### src/rtl/config_pkg.sv
// Shared constants and types for the serial configuration loader.
package config_pkg;

  localparam int         DEFAULT_CFG_W = 5;
  localparam logic [7:0] SYNC_WORD     = 8'hA5;

  typedef enum logic [2:0] {
    ST_IDLE  = 3'd0,
    ST_SYNC  = 3'd1,
    ST_LOAD  = 3'd2,
    ST_DONE  = 3'd3,
    ST_ERROR = 3'd4
  } cfg_state_t;

  typedef logic [DEFAULT_CFG_W-1:0] cfg_word_t;

endpackage

### src/rtl/cfg_deserializer.sv
// LSB-first word deserializer; pulses word_valid on the beat that completes a word.
// With CFG_LOADER_PARITY_EN each word carries a trailing even-parity bit.
module cfg_deserializer
  import config_pkg::*;
#(
  parameter int CFG_W = DEFAULT_CFG_W
) (
  input  logic             clk,
  input  logic             reset,
  input  logic             clear,
  input  logic             accept,
  input  logic             bit_in,
  output logic             word_valid,
  output logic             parity_ok,
  output logic [CFG_W-1:0] word
);

`ifdef CFG_LOADER_PARITY_EN
  localparam int BEATS = CFG_W + 1;
`else
  localparam int BEATS = CFG_W;
`endif
  localparam int CW = $clog2(BEATS + 1);

  logic [CW-1:0]    cnt;
  logic [CFG_W-1:0] shreg;
  logic             last;

  assign last       = (cnt == CW'(BEATS - 1));
  assign word_valid = accept && last;

  // word is the register contents with the current beat merged in
  always_comb begin
    word = shreg;
    if (cnt < CW'(CFG_W)) word[cnt] = bit_in;
  end

`ifdef CFG_LOADER_PARITY_EN
  assign parity_ok = ~(^shreg ^ bit_in);
`else
  assign parity_ok = 1'b1;
`endif

  always_ff @(posedge clk or negedge reset) begin
    if (!reset) begin
      cnt   <= '0;
      shreg <= '0;
    end else if (clear) begin
      cnt   <= '0;
      shreg <= '0;
    end else if (accept) begin
      if (last) begin
        cnt   <= '0;
        shreg <= '0;
      end else begin
        cnt   <= cnt + 1'b1;
        shreg <= word;
      end
    end
  end

endmodule

### src/rtl/config_loader.sv
// Serial configuration loader: sync-word hunt, then one word per logic block with a one-hot strobe.
// Optional per-word even parity is enabled by defining CFG_LOADER_PARITY_EN.
//
// state | meaning
// IDLE  | waiting for start, not accepting bits
// SYNC  | shifting bits until SYNC_WORD is seen
// LOAD  | deserializing and writing block words
// DONE  | all blocks written, done held until start
// ERROR | parity failure, error held until start
module config_loader
  import config_pkg::*;
#(
  parameter int NUM_BLOCKS = 4,
  parameter int CFG_W      = DEFAULT_CFG_W
) (
  input  logic                  clk,
  input  logic                  reset,
  input  logic                  start,
  input  logic                  bit_in,
  input  logic                  bit_valid,
  output logic                  bit_ready,
  output logic [CFG_W-1:0]      cfg_out,
  output logic [NUM_BLOCKS-1:0] cfg_we,
  output logic                  busy,
  output logic                  done,
  output logic                  error
);

  localparam logic [2:0] S_IDLE  = 3'd0;
  localparam logic [2:0] S_SYNC  = 3'd1;
  localparam logic [2:0] S_LOAD  = 3'd2;
  localparam logic [2:0] S_DONE  = 3'd3;
  localparam logic [2:0] S_ERROR = 3'd4;
  localparam int IW = (NUM_BLOCKS > 1) ? $clog2(NUM_BLOCKS) : 1;

  logic [2:0]       state;
  logic [7:0]       sync_q;
  logic [7:0]       sync_shift;
  logic [IW-1:0]    idx;
  logic             accept;
  logic             word_valid;
  logic             parity_ok;
  logic [CFG_W-1:0] word;

  assign busy       = (state == S_SYNC) || (state == S_LOAD);
  assign bit_ready  = busy;
  assign accept     = bit_valid && bit_ready;
  assign done       = (state == S_DONE);
  assign sync_shift = {sync_q[6:0], bit_in};

`ifdef CFG_LOADER_PARITY_EN
  assign error = (state == S_ERROR);
`else
  assign error = 1'b0;
`endif

  cfg_deserializer #(.CFG_W(CFG_W)) u_deser (
    .clk        (clk),
    .reset      (reset),
    .clear      (state != S_LOAD),
    .accept     (accept && (state == S_LOAD)),
    .bit_in     (bit_in),
    .word_valid (word_valid),
    .parity_ok  (parity_ok),
    .word       (word)
  );

  always_ff @(posedge clk or negedge reset) begin
    if (!reset) begin
      state   <= S_IDLE;
      sync_q  <= '0;
      idx     <= '0;
      cfg_out <= '0;
      cfg_we  <= '0;
    end else begin
      cfg_we <= '0;
      case (state)
        S_IDLE, S_DONE, S_ERROR: begin
          if (start) begin
            state  <= S_SYNC;
            sync_q <= '0;
          end
        end
        S_SYNC: begin
          if (accept) begin
            if (sync_shift == SYNC_WORD) begin
              state  <= S_LOAD;
              sync_q <= '0;
              idx    <= '0;
            end else begin
              sync_q <= sync_shift;
            end
          end
        end
        S_LOAD: begin
          if (word_valid) begin
            if (parity_ok) begin
              cfg_out <= word;
              cfg_we  <= NUM_BLOCKS'(1) << idx;
              idx     <= idx + 1'b1;
              if (idx == IW'(NUM_BLOCKS - 1)) state <= S_DONE;
            end else begin
              state <= S_ERROR;
            end
          end
        end
        default: state <= S_IDLE;
      endcase
    end
  end

endmodule

### config.mk
export PLATFORM = sky130hd
export DESIGN_NAME = config_loader
export DESIGN_NICKNAME = d
export VERILOG_FILES = /design/src/rtl/config_pkg.sv /design/src/rtl/cfg_deserializer.sv /design/src/rtl/config_loader.sv
export SDC_FILE = /design/constraint.sdc
export NUM_CORES = 1
export LEC_CHECK = 0
export ABC_AREA = 1
export BUFFER_PORTS_ARGS = -buffer_cell sky130_fd_sc_hd__buf_2
export CORE_MARGIN = 1
export CORE_UTILIZATION = 61
export DETAILED_ROUTE_END_ITERATION = 8
export GPL_ROUTABILITY_DRIVEN = 0
export GPL_TIMING_DRIVEN = 1
export PLACE_DENSITY = 0.83
export SLEW_MARGIN = 20
export SYNTH_ARGS = -nofsm -noshare
export SYNTH_HDL_FRONTEND = slang
export SYNTH_SLANG_ARGS = --single-unit
export TNS_END_PERCENT = 20
### constraint.sdc
create_clock -name clk -period 3.99 [get_ports clk]
set_clock_uncertainty 0.05 [all_clocks]
set_input_delay 0.399 -clock clk [delete_from_list [all_inputs] [get_ports clk]]
set_output_delay 0.399 -clock clk [all_outputs]
set_load 0.01 [all_outputs]
Yosys cells after proc, flatten, opt, wreduce, memory -nomap -nowiden
Cells that the tools add are included.
{"block": "word_totals", "mem_count": 0, "ram_bits": 0, "regBits": 29, "mem_bits_ro": 0, "elab_cells": 66, "latch_bits": 0}
{"block": "op_classes", "reduce_logical": 14, "mul": 0, "order_cmp": 3, "n_div": 0, "shifts": 1, "n_bitwise": 0, "n_mux": 26, "addsub": 2, "n_eq_ne": 13}
{"operator": "two-way mux 3 bit", "count": 8}
{"operator": "two-way mux 7 bit", "count": 3}
{"operator": "two-way mux 5 bit", "count": 4}
{"operator": "one-hot mux 7 bit (2 select lines)", "count": 1}
{"operator": "one-hot mux 3 bit (3 select lines)", "count": 1}
{"operator": "== test 8 bit (second input constant)", "count": 1}
{"operator": "two-way mux 4 bit", "count": 2}
{"operator": "== test 3 x 2 -> 1 bit (second input constant)", "count": 2}
{"operator": "== test 3 bit (second input constant)", "count": 2}
{"operator": "two-way mux 2 bit", "count": 3}
{"operator": "!= test 2 x 1 -> 1 bit (second input constant)", "count": 3}
{"operator": "nonzero test 2 bit", "count": 3}
{"operator": "bitwise mux 5 bit", "count": 1}
{"operator": "AND reduction 5 bit", "count": 1}
{"operator": "logical AND 1 bit", "count": 4}
{"operator": "< comparator 3 x 4 -> 1 bit (second input constant)", "count": 1}
{"operator": "!= test 2 bit (second input constant)", "count": 2}
{"operator": "one-hot mux 2 bit (2 select lines)", "count": 1}
{"operator": "AND reduction 4 bit", "count": 1}
{"operator": "<< shifter 1 x 2 -> 4 bit (first input constant)", "count": 1}
{"operator": "adder 3 x 1 -> 3 bit (second input constant)", "count": 1}
{"operator": "demux 1 bit (select 3 bit)", "count": 1}
{"operator": "== test 3 x 1 -> 1 bit (second input constant)", "count": 1}
{"operator": ">= comparator 3 x 1 -> 1 bit (second input constant)", "count": 1}
{"operator": "other kinds (10)", "count": 10}

Depth between registers and ports, before layout
Gate-level depths: netlist of the first run.
{"block": "depth", "depth_word": 9, "mapped_depth": 9}

Hierarchy
A second synthesis of the first run with hierarchy kept.
{"block": "hier_totals", "cells_unflattened": 215, "hier_area_um2": 1637.8}
{"mod": "config_loader", "instances": 1, "seq_area_each_um2": 525.5, "area_each_um2": 1102.3, "cells_per_inst": 140}
{"mod": "cfg_deserializer", "instances": 1, "seq_area_each_um2": 200.2, "area_each_um2": 535.5, "cells_per_inst": 75}

Worst setup path before layout of the first run
No wires, ideal clock.
{"block": "synth_timing", "path_kind": "reg-to-output", "from": "reg state[0]", "to": "out busy", "arrival_ns": 1.117, "stages_incl_launch_ff": 5, "path_buffers": 1, "setup_slack_ns": 2.424, "t_required_ns": 3.541, "path_cell_list": "dfrtp_1 -> inv_1 -> ha_1 -> inv_1 -> buf_4"}
{"block": "synth_between", "elab_chain_cells": 2, "word_cells_on_any_way": 3, "cone_classes": "eq/ne (2); reduce/logical (1)"}
{"element": "start, declared", "line_no": "config_loader.sv:36", "text": "logic [2:0] state;"}
{"element": "start signal, assigned", "line_no": "config_loader.sv:70", "text": "state <= S_IDLE;"}
{"element": "start signal, assigned", "line_no": "config_loader.sv:80", "text": "state <= S_SYNC;"}
{"element": "start signal, assigned", "line_no": "config_loader.sv:87", "text": "state <= S_LOAD;"}
{"element": "== test 3 x 1 -> 1 bit / == test 3 x 2 -> 1 bit (equally long branches)", "line_no": "config_loader.sv:45", "text": "assign busy = (state == S_SYNC) || (state == S_LOAD);"}
{"element": "logical OR 1 bit *", "line_no": "config_loader.sv:45"}
{"element": "end, declared", "line_no": "config_loader.sv:24", "text": "output logic busy,"}
Every way passes the cells marked *; elsewhere a longest branch is shown, timed or not.

Worst setup path in the final report of the first run
{"block": "layout_timing", "from": "reg state[0]", "to": "out bit_ready"}
{"block": "layout_between", "elab_chain_cells": 2, "word_cells_on_any_way": 3, "cone_classes": "eq/ne (2); reduce/logical (1)"}
{"element": "== test 3 x 1 -> 1 bit / == test 3 x 2 -> 1 bit (equally long branches)", "line_no": "config_loader.sv:45"}
{"element": "logical OR 1 bit *", "line_no": "config_loader.sv:45"}
{"element": "end, declared", "line_no": "config_loader.sv:21", "text": "output logic bit_ready,"}
Marks and branches as above.

==> results of run 1 <==
registers in the layout, indices dropped and copies added (netlist names):
register,flops
u_deser.cnt,3
idx,2
u_deser.shreg,5
state,2
cfg_we,4
sync_q,7
cfg_out,5
cell families (layout without fill, tap and decap cells):
| family | count (synthesis) | after routing | share of synthesized area [%] |
|---|---|---|---|
| other cells | 1 | 1 | 0.2421 |
| fa+ha+maj | 11 | 11 | 8.885 |
| flops | 28 | 28 | 45.23 |
| compound gates | 25 | 25 | 10.02 |
| simple gates | 88 | 88 | 27.22 |
| xor+xnor | 1 | 1 | 0.5655 |
| buf+inv | 27 | 43 | 7.834 |
routing by layer:
layer | GRT usage, % | part of all wire [%] | vias to the layer above
li1 | - | - | 605
met1 | 34.26 | 46 | 543
met2 | 38.61 | 46 | 44
met3 | 3.188 | 6.2 | 5
met4 | 10.09 | 1.6 | 0
met5 | 0 | 0 | -
worst max path at each step:
stage	startpoint	end	slack, ps
finish	state[0]$_DFFE_PN0P_	bit_ready	2000
global placement	state[0]$_DFFE_PN0P_	state[0]$_DFFE_PN0P_	2310
floorplan	state[0]$_DFFE_PN0P_	busy	2420
global route	state[0]$_DFFE_PN0P_	busy	1910
detailed placement	state[0]$_DFFE_PN0P_	state[1]$_DFFE_PN0P_	2240
CTS	state[0]$_DFFE_PN0P_	bit_ready	2000
critical path, delay by kind of cell, from the launching register on:
kind | cells | cell delay, ps
flip-flops | 1 | 450
adder cells (fa/ha/maj) | 1 | 420
buffers and inverters | 3 | 340
per-stage QoR:
| step | setup slack [ps] | utilization (%) | power, mW | instance area, um^2 |
|---|---|---|---|---|
| 2_1_floorplan | 2425 | - | 0.7380 | 1549 |
| 3_3_place_gp | 2313 | 71.08 | 0.7989 | 1633 |
| 3_5_place_dp | 2240 | 71.08 | 0.8234 | 1633 |
| 4_1_cts | 1995 | 72.66 | 0.9604 | 1669 |
| 5_1_grt | 1910 | 72.66 | 1.040 | 1669 |
| 6_report | 1998 | 72.66 | 0.9565 | 1669 |
placed cells by master, fill, tap and decap left out, drive strengths merged:
cell type	count
ha	11
nand3	9
nand4	5
xor2	1
conb	1
nor2	16
clkbuf	4
a22o	1
a21oi	3
clkinv	1
buf	16
o21ai	21
nand2	58
dfrtp	28
inv	22
layout make-up:
cell class | instances | share of cell area (%)
Sequential cell | 28 | 41.98
Inverter | 23 | 5.397
Tap cell | 28 | 2.099
Clock buffer | 4 | 2.174
Timing Repair Buffer | 16 | 4.798
Multi-Input combinational cell | 126 | 43.55
power groups by stage:
stage | Sequential (mW) | Clock [mW] | Combinational [mW]
finish | 0.360 | 0.139 | 0.457
global route | 0.367 | 0.151 | 0.522
floorplan | 0.356 | 0 | 0.382
global placement | 0.361 | 0 | 0.438
detailed placement | 0.366 | 0 | 0.457
CTS | 0.360 | 0.140 | 0.460
==> implementation parameters, run 1 <==
Parameter                              Value

Clocking
  CTS buffer count ... 3
  Clock latency at the later pin of the worst-skew pair ... 330 ps
  Clock tree from TritonCTS ... built
  Setup bufs post-CTS ... 0
  Clock tree root buffer cell ... sky130_fd_sc_hd__clkbuf_4
  Maximum level of the CTS H-tree ... 1
  Clk slew on worst S/H paths ... 150 ps
  Clock Path Buffers ... 2
  Number of buffers inserted by hold repair at cts ... 0
  Sink Count ... 28
  Quantity of gates resized following cts ... 0

Final layout
  Fillers ... 174
  Final net count ... 214
  Final Instance Count excl. Fillers ... 225
  Area of combinational cells with multiple inputs ... 726.9 um^2
  Ant diodes ... 0
  Area growth from synthesis to final layout ... 7.754%
  Share of layout cells above drive strength 1 ... 19.29%
  Combined flip-flop and latch cell area ... 700.7 um^2

Synthesis
  Number of synthesized register bits ... 28
  Most frequent cell after synthesis ... sky130_fd_sc_hd__nand2_1
  Number of nets produced by synthesis ... 197
  Biggest area contributors in the synthesized netlist ... sky130_fd_sc_hd__dfrtp_1 (45%), sky130_fd_sc_hd__nand2_1 (13%), sky130_fd_sc_hd__ha_1 (8.9%), sky130_fd_sc_hd__o21ai_0 (5.5%), sky130_fd_sc_hd__inv_1 (4.8%)
  Yosys warning count ... 0
  Syn avg cell area ... 8.558 um^2
  Count of flip-flops with a built-in enable after synthesis ... 0
  Main synth FF type ... sky130_fd_sc_hd__dfrtp_1
  Post-synthesis cell count ... 181
  Area share of the leading cell type in the synthesized netlist ... 45.23%
  Async set or reset register ratio after synthesis ... 100.0%
  Area of the mapped netlist ... 0.001549 mm^2
  Distinct cell type count after synthesis ... 26
  Register area share after synthesis ... 45.23%
  Leading area contributor after synthesis ... sky130_fd_sc_hd__dfrtp_1
  Commonest cells post-synth ... sky130_fd_sc_hd__nand2_1 (54), sky130_fd_sc_hd__dfrtp_1 (28), sky130_fd_sc_hd__inv_1 (20), sky130_fd_sc_hd__o21ai_0 (17), sky130_fd_sc_hd__ha_1 (11)

Timing
  Slew at the pin with the worst max-slew slack ... 600.4 ps
  Achievable Freq ... 0.5021 GHz
  Finish-stage setup viols ... 0
  RSZ-0062 raised after global routing ... false
  Relative slew slack ... 59.97%
  Final period demand of the worst path ... 1992 ps
  Final hold viol count ... 9
  Setup total negative slack ... 0 ps
  Post-route clock period utilization ... 49.92%
  Worst Hold Slack ... -3.108 ps
  Final Slew Violations ... 0

Die
  Std-Cell Rows ... 17
  Y dimension of the die ... 52.39 um
  Number of top-level pins ... 18
  Core region area ... 0.002297 mm^2
  Width of the die ... 52.39 um
  Starting density of the core ... 67.43%
  Full die area ... 0.002745 mm^2

Drt
  Number of DRC markers after the initial detailed-route iteration ... 39
  Mean routed wirelength per cell ... 12.33 um
  DRT Pass-1 Iters ... 4
  Total number of vias ... 1197
  Detailed-route wire length ... 2775 um
  DR DRC count ... 0
  Via density ... 5.320
  Final antenna-violating net count ... 0

Worst setup path
  Worst path required time ... 3540 ps
  Maximum fanout along the worst path ... 5
  Crit path kind ... register to output pin
  Launch instance of the worst register-to-register path ... state[0]$_DFFE_PN0P_
  Reg2Reg Capture Point ... state[0]$_DFFE_PN0P_
  Worst setup slack for register-to-register paths ... 2240 ps
  Cell-by-cell listing of the critical path ... inv_1 -> ha_1 -> inv_1 -> buf_2
  Maximum single-stage delay on the critical path ... 450 ps
  Worst setup SP type ... register
  Depth of the most critical reg-to-reg path ... 8
  Slowest CP cell ... sky130_fd_sc_hd__dfrtp_1
  Endpoint class of the critical path ... output pin
  Cell occurring most often along the worst timing path ... sky130_fd_sc_hd__inv_1
  Crit path DAT ... 1540 ps

Power
  Internal power contribution ... 518.3 uW
  Worst supply voltage drop on vdd ... 0.0005519 V
  Sequential share of power ... 37.6%
  Clock network fraction of design power ... 14.6%
  Switching share of power ... 45.81%
  Power share of the combinational group ... 47.8%
  Sw Pwr ... 438.2 uW
  Leakage ... 0.9267 nW
  Power Density ... 573.1 mW/mm^2

Min path
  Class of the worst hold path ... input port to asynchronous set/reset pin

Global routing
  Initial antenna violation count ... 0
  Sum of overflow across all layers after global routing ... 0
  First-pass GRT wire length ... 4919 um
  Number of global-route vias before repair ... 1108
  Largest net degree at the start of global routing ... 29
  Overall global routing resource usage ... 24.66%

Placement
  DP Cell Count ... 221
  HPWL Detailed ... 2110 um
  Number of buffers added on ports ... 16

Run status
  Result of the run ... complete, but fails checks
  Violated checks ... hold timing

Job
  Max_cap viols ... 0
(Power assumes the default switching activity.)
==> run 2, diff against run 1 <==
CORE_UTILIZATION = 51   (was 61)
PLACE_DENSITY = 0.74   (was 0.83)
clock period = 1.8 ns   (was 3.99 ns; I/O delays follow)
==> run 2 against run 1 <==
The run ends with DRC left. Clock power grew to 3.0 times the previous value. First-iteration DRC count up 31%. Flip-flop and latch count unchanged. Wire length increased by 3.3%. Count of clock-buffer cells in the layout down 1. Final area rose by 3.0%. Non-clock buffer count is 3 higher. Via count decreased by 0.25%. Critical path type unchanged. Largest power group unchanged. Highest routed layer unchanged.
==> implementation parameters, run 2 (synthesized netlist as in run 1, its figures left out) <==
Parameter                              Value

Run status
  Result of the run ... complete, but fails checks
  Violated checks ... DRC

Timing
  Final hold viol count ... 0 (-9)
  Finish-stage setup viols ... 0 (unchanged)
  Final Slew Violations ... 0 (unchanged)
  Achievable Freq ... 0.5777 GHz
  Slew at the pin with the worst max-slew slack ... 597.4 ps (-3.043 ps)
  Post-route clock period utilization ... 96.16%
  Relative slew slack ... 60.17% (+0.20 points)
  Final period demand of the worst path ... 1731 ps

Global routing
  Sum of overflow across all layers after global routing ... 0 (unchanged)
  Initial antenna violation count ... 0 (unchanged)
  Overall global routing resource usage ... 20.16% (-4.5 points)
  First-pass GRT wire length ... 5126 um (+4.2%)
  Number of global-route vias before repair ... 1184 (+6.9%)
  Largest net degree at the start of global routing ... 29 (unchanged)

Die
  Number of top-level pins ... 18 (unchanged)
  Std-Cell Rows ... 19 (+2)
  Y dimension of the die ... 57.11 um (+9.0%)
  Full die area ... 0.003262 mm^2 (+19%)
  Width of the die ... 57.11 um (+9.0%)
  Starting density of the core ... 55.22% (-12 points)
  Core region area ... 0.002805 mm^2 (+22%)

Worst setup path
  Crit path DAT ... 1500 ps (-40 ps)
  Slowest CP cell ... sky130_fd_sc_hd__dfrtp_1
  Launch instance of the worst register-to-register path ... state[0]$_DFFE_PN0P_
  Worst path required time ... 1570 ps (-1970 ps)
  Buf+Inv Stages, Crit Path ... 3 (unchanged)
  Maximum fanout along the worst path ... 5 (unchanged)
  Endpoint class of the critical path ... output pin
  Worst setup SP type ... register
  Cell-by-cell listing of the critical path ... inv_1 -> ha_2 -> inv_1 -> buf_2
  Crit path kind ... register to output pin
  Dominant delay contributor by cell family on the critical path ... flip-flops
  Maximum single-stage delay on the critical path ... 460 ps (about the same)
  Critical path origin ... state[0]$_DFFE_PN0P_
  Cell occurring most often along the worst timing path ... sky130_fd_sc_hd__inv_1

Drt
  Routed length on met1 ... 1294 um (+1.6%)
  Detailed-route wire length ... 2867 um (+3.3%)
  Total number of vias ... 1194 (-0.25%)
  Total length of routed met2 wires ... 1467 um (+14%)
  DRT Pass-1 Iters ... 6 (+2)
  Final antenna-violating net count ... 0 (unchanged)
  DR DRC count ... 4 (+4)
  Via density ... 5.169 (-2.8%)
  Routed length on met3 ... 75 um (-57%)
  Mean routed wirelength per cell ... 12.41 um (+0.63%)
  Uppermost layer routed ... met4
  Number of DRC markers after the initial detailed-route iteration ... 51 (+31%)

Final layout
  Ant diodes ... 0 (unchanged)
  Largest registers in the final layout ... sync_q x7, cfg_out x5, u_deser.shreg x5
  Core Util, Final ... 61.28% (-11 points)
  Max FFs per register ... 7 (unchanged)
  Fillers ... 249 (+43%)
  Area growth from synthesis to final layout ... 10.99%
  Largest Register ... sync_q
  Share of layout cells above drive strength 1 ... 21.00% (+1.7 points)
  Final net count ... 217 (+1.4%)
  Commonest non-fill, non-tap cells in the layout ... sky130_fd_sc_hd__nand2_1 (54), sky130_fd_sc_hd__dfrtp_1 (28), sky130_fd_sc_hd__inv_1 (20)
  Most common cell after layout, fill and taps aside ... sky130_fd_sc_hd__nand2_1

Clocking
  Clock latency at the later pin of the worst-skew pair ... 330 ps (about the same)
  Clock tree root buffer cell ... sky130_fd_sc_hd__clkbuf_4
  Maximum level of the CTS H-tree ... 1 (unchanged)
  CTS buffer count ... 3 (unchanged)
  Sink Count ... 28 (unchanged)
  Clk slew on worst S/H paths ... 160 ps (about the same)
  Clock Path Buffers ... 2 (unchanged)
  Clock tree from TritonCTS ... built

Min path
  Class of the worst hold path ... input port to register
  Hold Startpoint ... bit_in

Power
  Leakage ... 0.9439 nW (+1.9%)
  Post-layout total power ... 2.264 mW (+140%)
  Worst supply voltage drop on vdd ... 0.0008134 V (+47%)
  Power Density ... 1317 mW/mm^2 (+130%)

Job
  Max_cap viols ... 0 (unchanged)

Placement
  Number of buffers added on ports ... 16 (unchanged)
  HPWL Detailed ... 2126 um (+0.73%)
## run 2: metal layers
layer  vias to the layer above  track usage (%)
li1                        600                -
met1                       567            25.37
met2                        23            35.63
met3                         4            2.268
met4                         0            7.666
met5                         -                0
## run 2: what timing repair did
action,4_1_cts,5_1_grt
hold buffers,1,0
endpoints found under the hold margin,28,0
gates resized for setup,0,2
buffers inserted,0,1
setup endpoints to repair,0,8
## run 2: final cells by class
| class | count | area [um^2] | area share [%] |
|---|---|---|---|
| clock buffer | 3 | 22.52 | 1.310 |
| tap | 31 | 38.79 | 2.256 |
| timing repair buffer | 19 | 105.1 | 6.114 |
| sequential | 28 | 700.7 | 40.76 |
| clock inverter | 1 | 30.03 | 1.747 |
| inverter | 23 | 90.09 | 5.240 |
| multi-input combinational | 126 | 732.0 | 42.58 |
## run 2: path summary, 6_finish.rpt
path                            cells after the start  slack (ps)                            to
min in group asynchronous                           2         310            idx[0]$_DFFE_PN0P_
max in group asynchronous                           2         990         sync_q[1]$_DFFE_PN0P_
worst max-delay path                                4          70                     bit_ready
worst min-delay path                                3          40         sync_q[0]$_DFFE_PN0P_
worst max register to register                      8         120  u_deser.shreg[3]$_DFFE_PN0P_
worst min register to register                      2         470        cfg_out[4]$_DFFE_PN0P_
## run 2: power breakdown
part / leakage (nW) / internal (mW) / switching, mW
Combinational: 0.531 / 0.346 / 0.697
Sequential: 0.385 / 0.713 / 0.0907
Clock: 0.0279 / 0.225 / 0.192
Total: 0.944 / 1.28 / 0.980
## run 2: worst register-to-register path: cells and delay by family, from the launching register on
kind	cells	cell delay, ps
buffers and inverters	4	400
DFF	1	460
adders and majority gates	1	190
AOI/OAI and AO/OA	1	200
and+or+nand+nor	2	270
## run 2: through the flow
stage	area [um^2]	worst slack [ps]	cells	TNS, ps	hold WS, ps
final	1719	69.08	231	0	35.20
after global routing	1719	-7.705	231	-14.96	27.40
after CTS	1707	12.80	230	0	23.77
after detailed placement	1644	89.64	225	0	181.4
after global placement	1644	154.8	225	0	170.8
after floorplan	1549	262.8	181	0	-165.6
